## src/rtl/scan_chain_slot.sv

```systemverilog
// Scan-chain responder slot: oversamples upstream chain, shifts, captures, latches.
// Ports: chain in/out (clk/data/select/latch), design I/O, err_clr, diagnostics.
module scan_chain_slot #(
  parameter int NUM_IOS     = 8,
  parameter int SYNC_STAGES = 2,
  parameter int CNT_W       = 16
) (
  input  logic               clk,
  input  logic               reset_n,
  input  logic               scan_clk_in,
  input  logic               scan_data_in,
  input  logic               scan_select_in,
  input  logic               scan_latch_en_in,
  output logic               scan_clk_out,
  output logic               scan_data_out,
  output logic               scan_select_out,
  output logic               scan_latch_en_out,
  input  logic [NUM_IOS-1:0] design_outputs,
  output logic [NUM_IOS-1:0] design_inputs,
  input  logic               err_clr,
  output logic [CNT_W-1:0]   edge_cnt,
  output logic [CNT_W-1:0]   latch_cnt,
  output logic               frame_err
);

  localparam int BW = (NUM_IOS > 2) ? $clog2(NUM_IOS) : 1;
  localparam int IW = $clog2(SYNC_STAGES + 2);
  localparam logic [BW-1:0] LAST = BW'(NUM_IOS - 1);
  localparam logic [IW-1:0] ARM  = IW'(SYNC_STAGES + 1);

  // lane order: {lat, sel, data, clk}
  logic [SYNC_STAGES-1:0][3:0] sync_q, sync_d;
  logic                        p_clk_q, p_clk_d;
  logic                        p_lat_q, p_lat_d;
  logic [IW-1:0]               init_q, init_d;
  logic [NUM_IOS-1:0]          shift_q, shift_d;
  logic [BW-1:0]               bit_cnt_q, bit_cnt_d;
  logic                        out_bit_q, out_bit_d;
  logic [NUM_IOS-1:0]          din_q, din_d;
  logic [2:0]                  fwd_q, fwd_d;
  logic [CNT_W-1:0]            edge_q, edge_d;
  logic [CNT_W-1:0]            lcnt_q, lcnt_d;
  logic                        ferr_q, ferr_d;

  logic s_clk, s_data, s_sel, s_lat;
  logic armed, rise_clk, fall_clk, rise_lat;

  always_comb begin
    sync_d = {sync_q[SYNC_STAGES-2:0],
              {scan_latch_en_in, scan_select_in,
               scan_data_in, scan_clk_in}};
    s_clk  = sync_q[SYNC_STAGES-1][0];
    s_data = sync_q[SYNC_STAGES-1][1];
    s_sel  = sync_q[SYNC_STAGES-1][2];
    s_lat  = sync_q[SYNC_STAGES-1][3];

    // edges are ignored until the synchronizers hold real pad values
    armed    = (init_q == ARM);
    init_d   = armed ? init_q : init_q + IW'(1);
    rise_clk = armed & s_clk & ~p_clk_q;
    fall_clk = armed & ~s_clk & p_clk_q;
    rise_lat = armed & s_lat & ~p_lat_q;

    p_clk_d   = s_clk;
    p_lat_d   = s_lat;
    fwd_d     = {s_lat, s_sel, s_clk};
    shift_d   = shift_q;
    bit_cnt_d = bit_cnt_q;
    out_bit_d = out_bit_q;
    din_d     = din_q;
    edge_d    = edge_q;
    lcnt_d    = lcnt_q;
    ferr_d    = ferr_q;

    if (rise_clk) begin
      edge_d = edge_q + CNT_W'(1);
      if (s_sel) begin
        shift_d   = design_outputs;
        bit_cnt_d = '0;
      end else begin
        shift_d   = {shift_q[NUM_IOS-2:0], s_data};
        bit_cnt_d = (bit_cnt_q == LAST) ? '0
                                        : bit_cnt_q + BW'(1);
      end
    end

    if (fall_clk)
      out_bit_d = shift_q[NUM_IOS-1];

    if (err_clr)
      ferr_d = 1'b0;

    // latch sees the pre-shift register and bit count
    if (rise_lat) begin
      din_d = shift_q;
      if (~&lcnt_q)
        lcnt_d = lcnt_q + CNT_W'(1);
      if (bit_cnt_q != '0)
        ferr_d = 1'b1;
    end
  end

  always_ff @(posedge clk or negedge reset_n) begin
    if (!reset_n) begin
      sync_q    <= '0;
      p_clk_q   <= 1'b0;
      p_lat_q   <= 1'b0;
      init_q    <= '0;
      shift_q   <= '0;
      bit_cnt_q <= '0;
      out_bit_q <= 1'b0;
      din_q     <= '0;
      fwd_q     <= '0;
      edge_q    <= '0;
      lcnt_q    <= '0;
      ferr_q    <= 1'b0;
    end else begin
      sync_q    <= sync_d;
      p_clk_q   <= p_clk_d;
      p_lat_q   <= p_lat_d;
      init_q    <= init_d;
      shift_q   <= shift_d;
      bit_cnt_q <= bit_cnt_d;
      out_bit_q <= out_bit_d;
      din_q     <= din_d;
      fwd_q     <= fwd_d;
      edge_q    <= edge_d;
      lcnt_q    <= lcnt_d;
      ferr_q    <= ferr_d;
    end
  end

  assign scan_clk_out      = fwd_q[0];
  assign scan_select_out   = fwd_q[1];
  assign scan_latch_en_out = fwd_q[2];
  assign scan_data_out     = out_bit_q;
  assign design_inputs     = din_q;
  assign edge_cnt          = edge_q;
  assign latch_cnt         = lcnt_q;
  assign frame_err         = ferr_q;

endmodule

```

## config.mk

```make
export PLATFORM = sky130hd
export DESIGN_NAME = scan_chain_slot
export DESIGN_NICKNAME = d
export VERILOG_FILES = /design/src/rtl/scan_chain_slot.sv
export SDC_FILE = /design/constraint.sdc
export NUM_CORES = 1
export LEC_CHECK = 0
export BUFFER_PORTS_ARGS = -buffer_cell sky130_fd_sc_hd__clkbuf_2
export CAP_MARGIN = 20
export CORE_ASPECT_RATIO = 1.25
export CORE_MARGIN = 10
export CORE_UTILIZATION = 58
export DETAILED_ROUTE_END_ITERATION = 12
export PLACE_DENSITY = 0.84
export SLEW_MARGIN = 20
export SYNTH_ARGS = -nofsm -noshare
export SYNTH_HDL_FRONTEND = slang
export SYNTH_SLANG_ARGS = --single-unit
```

## constraint.sdc

```tcl
create_clock -name clk -period 4.25 [get_ports clk]
set_input_delay 0.6375 -clock clk [delete_from_list [all_inputs] [get_ports clk]]
set_output_delay 0.6375 -clock clk [all_outputs]
set_load 0.01 [all_outputs]
```

==> results.toml <==
[floorplanning]
die_height_um = 97.7
die_width_um = 82.2
pin_count = 60
initial_core_util = 0.597
coreArea_um2 = 4690
dieArea_um2 = 8030
placementRows = 28

[timing]
max_slew.worst_pin.slew_ps = 844
worst_slew_margin_rel = 0.436
sum_of_negative_setup_slack_ps = 0
max_clock_freq_mhz = 432
setup-violations-final = 0
finalCriticalPeriod_ps = 2320
period_share = 0.545
timing.final.max_slew_violations = 0
grt_setup_unrepaired = "no"
hold_viol = 0
largest_clock_skew_in_the_final_design_ps = 6.68

[detailed_routing]
dr_total_vias = 2005
drt-initial-drc-count = 70
drt-wirelength-per-cell_um = 15.2
drc_errors = 0
wl_um = 5750
drt_antenna_net_count = 0
avgViaCountPerCell = 5.30
drtPass1Iterations = 6

[power]
report.power.total_mw = 1.66
swShare = 0.296
p_clk_frac = 0.340
sequentialPowerShare = 0.497
power_leakage_nw = 1.68
comb_power_share = 0.163
ir_worst_vdd_mv = 0.381
power_density_nw_per_um2 = 493
cell_internal_pwr_mw = 1.17
switching_power_mw = 0.491

[clock_tree]
postCtsResizedCells = 0
clk_root_buffer_cell = "clkbuf_8"
post_cts_hold_buffers = 0
num_cts_buffers = 9
h-tree-depth = 3
post_cts.repair.setup_buffers = 0
tritoncts = "yes"
clock_path_buffers = 2
clk_transition_reported_paths_ps = 70
insertion_delay_ps = 340
cts_sinks = 66

[place]
globalplace.congestion = 0.766
place.port_buffers = 59
place_hpwl_um = 4340

[yosys]
synthesis.area_um2 = 2800
post-synth-top-count-cell = "dfrtp_1"
yosys_most_used_dff = "dfrtp_1"
synth_cell_types = 32
yosys-top-cells-area = "dfrtp_1, nand2_1, xnor2_1"
post_synth_most_frequent_cells = "dfrtp_1, nand2_1, xnor2_1"
synthDominantCellAreaShare = 0.590
xor_xnor_fraction_of_synth_area = 0.0875
synth_edf_count = 0
synthMuxAreaShare = 0.0406
syn_inst = 249
synth-compound-area-share = 0.0317
synthSimpleGateAreaFrac = 0.205
synth-adder-area-share = 0.0268
synth_top_family_by_area = "simple AND/OR/NAND/NOR gates"
syn_area_per_cell_um2 = 11.3
synth_seq_cells = 66
yosysSeqAreaShare = 0.590
postSynth.asyncResetShare = 1.00
netlist.top_cell.by_area = "dfrtp_1"
yosys_warnings = 0
syn-num-nets = 270

[setup_path]
critical_path.reg2reg.endpoint = "edge_cnt[15]$_DFFE_PN0P_"
crit-reg2reg-launch = "init_q[0]$_DFFE_PN0P_"
critical_path.max_fanout = 26
worst_r2r_path_depth = 5
crit_type = "register to register"
cp-endpoint = "edge_cnt[15]$_DFFE_PN0P_"
r2r_setup_slack_ps = 1930
cp-end-kind = "register"
critical_path_arrival_ps = 2540
crit_path_start_kind = "register"
worst_ep_required_time_ps = 4480
worstSetupStartpoint = "init_q[0]$_DFFE_PN0P_"

[finish]
diodes = 0
fill_count = 364
final-seq-area_um2 = 1650
synthToLayoutAreaGrowth_pct = 20.1
finish.net_count = 334
layout-drive-gt1-share = 0.267
multi_input_area_um2 = 1100

[run]
max_cap_violations = 0

[run_status]
status = "completed"

[global_routing]
grt_pass1_wl_um = 9660
global_route.usage.total = 0.155
final_global_route_overflow_total = 0
grt_start_max_net_pins = 49
antenna_found_initial = 0
grt_pass1_vias = 2052

[min_path]
class_of_the_tightest_hold_or_removal_check = "input port to async pin"
[critical path, stage by stage, from the launching register on]
cell and delay (ps):
dfrtp_1 370, ha_1 350, nand3b_1 640, nor2_1 500
nand4_1 180, xnor2_1 160
[layer usage]
layer / vias up / share of wire / global-route usage
met3: 9 / 0.079 / 0.0620
met5: - / 0 / 0
li1: 973 / - / -
met4: 0 / 0.017 / 0.0630
met2: 52 / 0.49 / 0.244
met1: 971 / 0.41 / 0.180
[area by class of cell]
| type | count | share of cell area |
|---|---|---|
| Sequential cell | 66 | 0.491 |
| Clock buffer | 9 | 0.0368 |
| Tap cell | 60 | 0.0223 |
| Multi-Input combinational cell | 171 | 0.326 |
| Clock inverter | 7 | 0.0279 |
| Inverter | 5 | 0.00558 |
| Timing Repair Buffer | 60 | 0.0907 |
[placed cells by master (no fill, tap or decap), drive strengths merged]
master,netlist,layout
nand2,51,51
nor4,3,3
clkbuf,5,67
nand4b,1,1
o22ai,1,1
nand4,12,12
xor2,11,11
ha,6,6
nand2b,1,1
and4,1,1
mux2i,8,8
dfrtp,66,66
inv,5,5
clkinvlp,0,2
nor3b,2,2
nor2b,1,1
xnor2,17,17
bufinv,0,2
nor2,10,10
and3,2,2
o21a,1,1
nand3b,3,3
or3,2,2
clkinv,0,3
o21ai,12,12
nand3,11,11
mux2,3,3
and3b,1,1
buf,2,2
a21oi,3,3
nor3,8,8
[registers in the layout, indices dropped and copies added, names as in the netlist]
register	count
scan_data_out	1
sync_d	4
init_q	2
design_inputs	8
frame_err	1
fwd_d	3
latch_cnt	16
bit_cnt_q	3
s_data	1
fwd_q	3
shift_q	8
edge_cnt	16
[power by group through the flow]
stage	combinational (mW)	clock, mW	sequential (mW)
5_1_grt	0.315	0.606	0.839
3_5_place_dp	0.280	0	0.836
6_report	0.270	0.564	0.825
3_3_place_gp	0.266	0	0.831
4_1_cts	0.280	0.573	0.825
2_1_floorplan	0.124	0	0.846
[how the worst min path moves through the flow]
stage	endpoint	slack [ps]	depth (start not counted)
floorplan	fwd_d[0]$_DFF_PN0_	330	0
global placement	s_data$_DFF_PN0_	330	0
detailed placement	fwd_d[2]$_DFF_PN0_	330	0
CTS	fwd_d[2]$_DFF_PN0_	350	0
global route	latch_cnt[6]$_DFFE_PN0P_	340	1
finish	latch_cnt[6]$_DFFE_PN0P_	300	1
[kinds of logic (layout without fill, tap and decap cells)]
logic type | count (synthesis) | in the layout
AND/OR/NAND/NOR | 109 | 109
flip-flops | 66 | 66
XOR/XNOR | 28 | 28
AO/OA/AOI/OAI | 17 | 17
buffers and inverters | 12 | 81
multiplexers | 11 | 11
adder cells (fa/ha/maj) | 6 | 6
[metrics by stage]
stage | hold WS [ps] | utilization | setup WS [ps] | cells | instance area, um^2
2_1_floorplan | 331 | - | 2560 | 249 | 2800
3_3_place_gp | 333 | 0.670 | 2010 | 362 | 3140
3_5_place_dp | 335 | 0.670 | 1900 | 362 | 3140
4_1_cts | 352 | 0.716 | 1910 | 378 | 3360
5_1_grt | 336 | 0.717 | 1670 | 378 | 3360
6_report | 301 | 0.717 | 1930 | 378 | 3360
No activity file was read; power rests on OpenSTA's default activity.
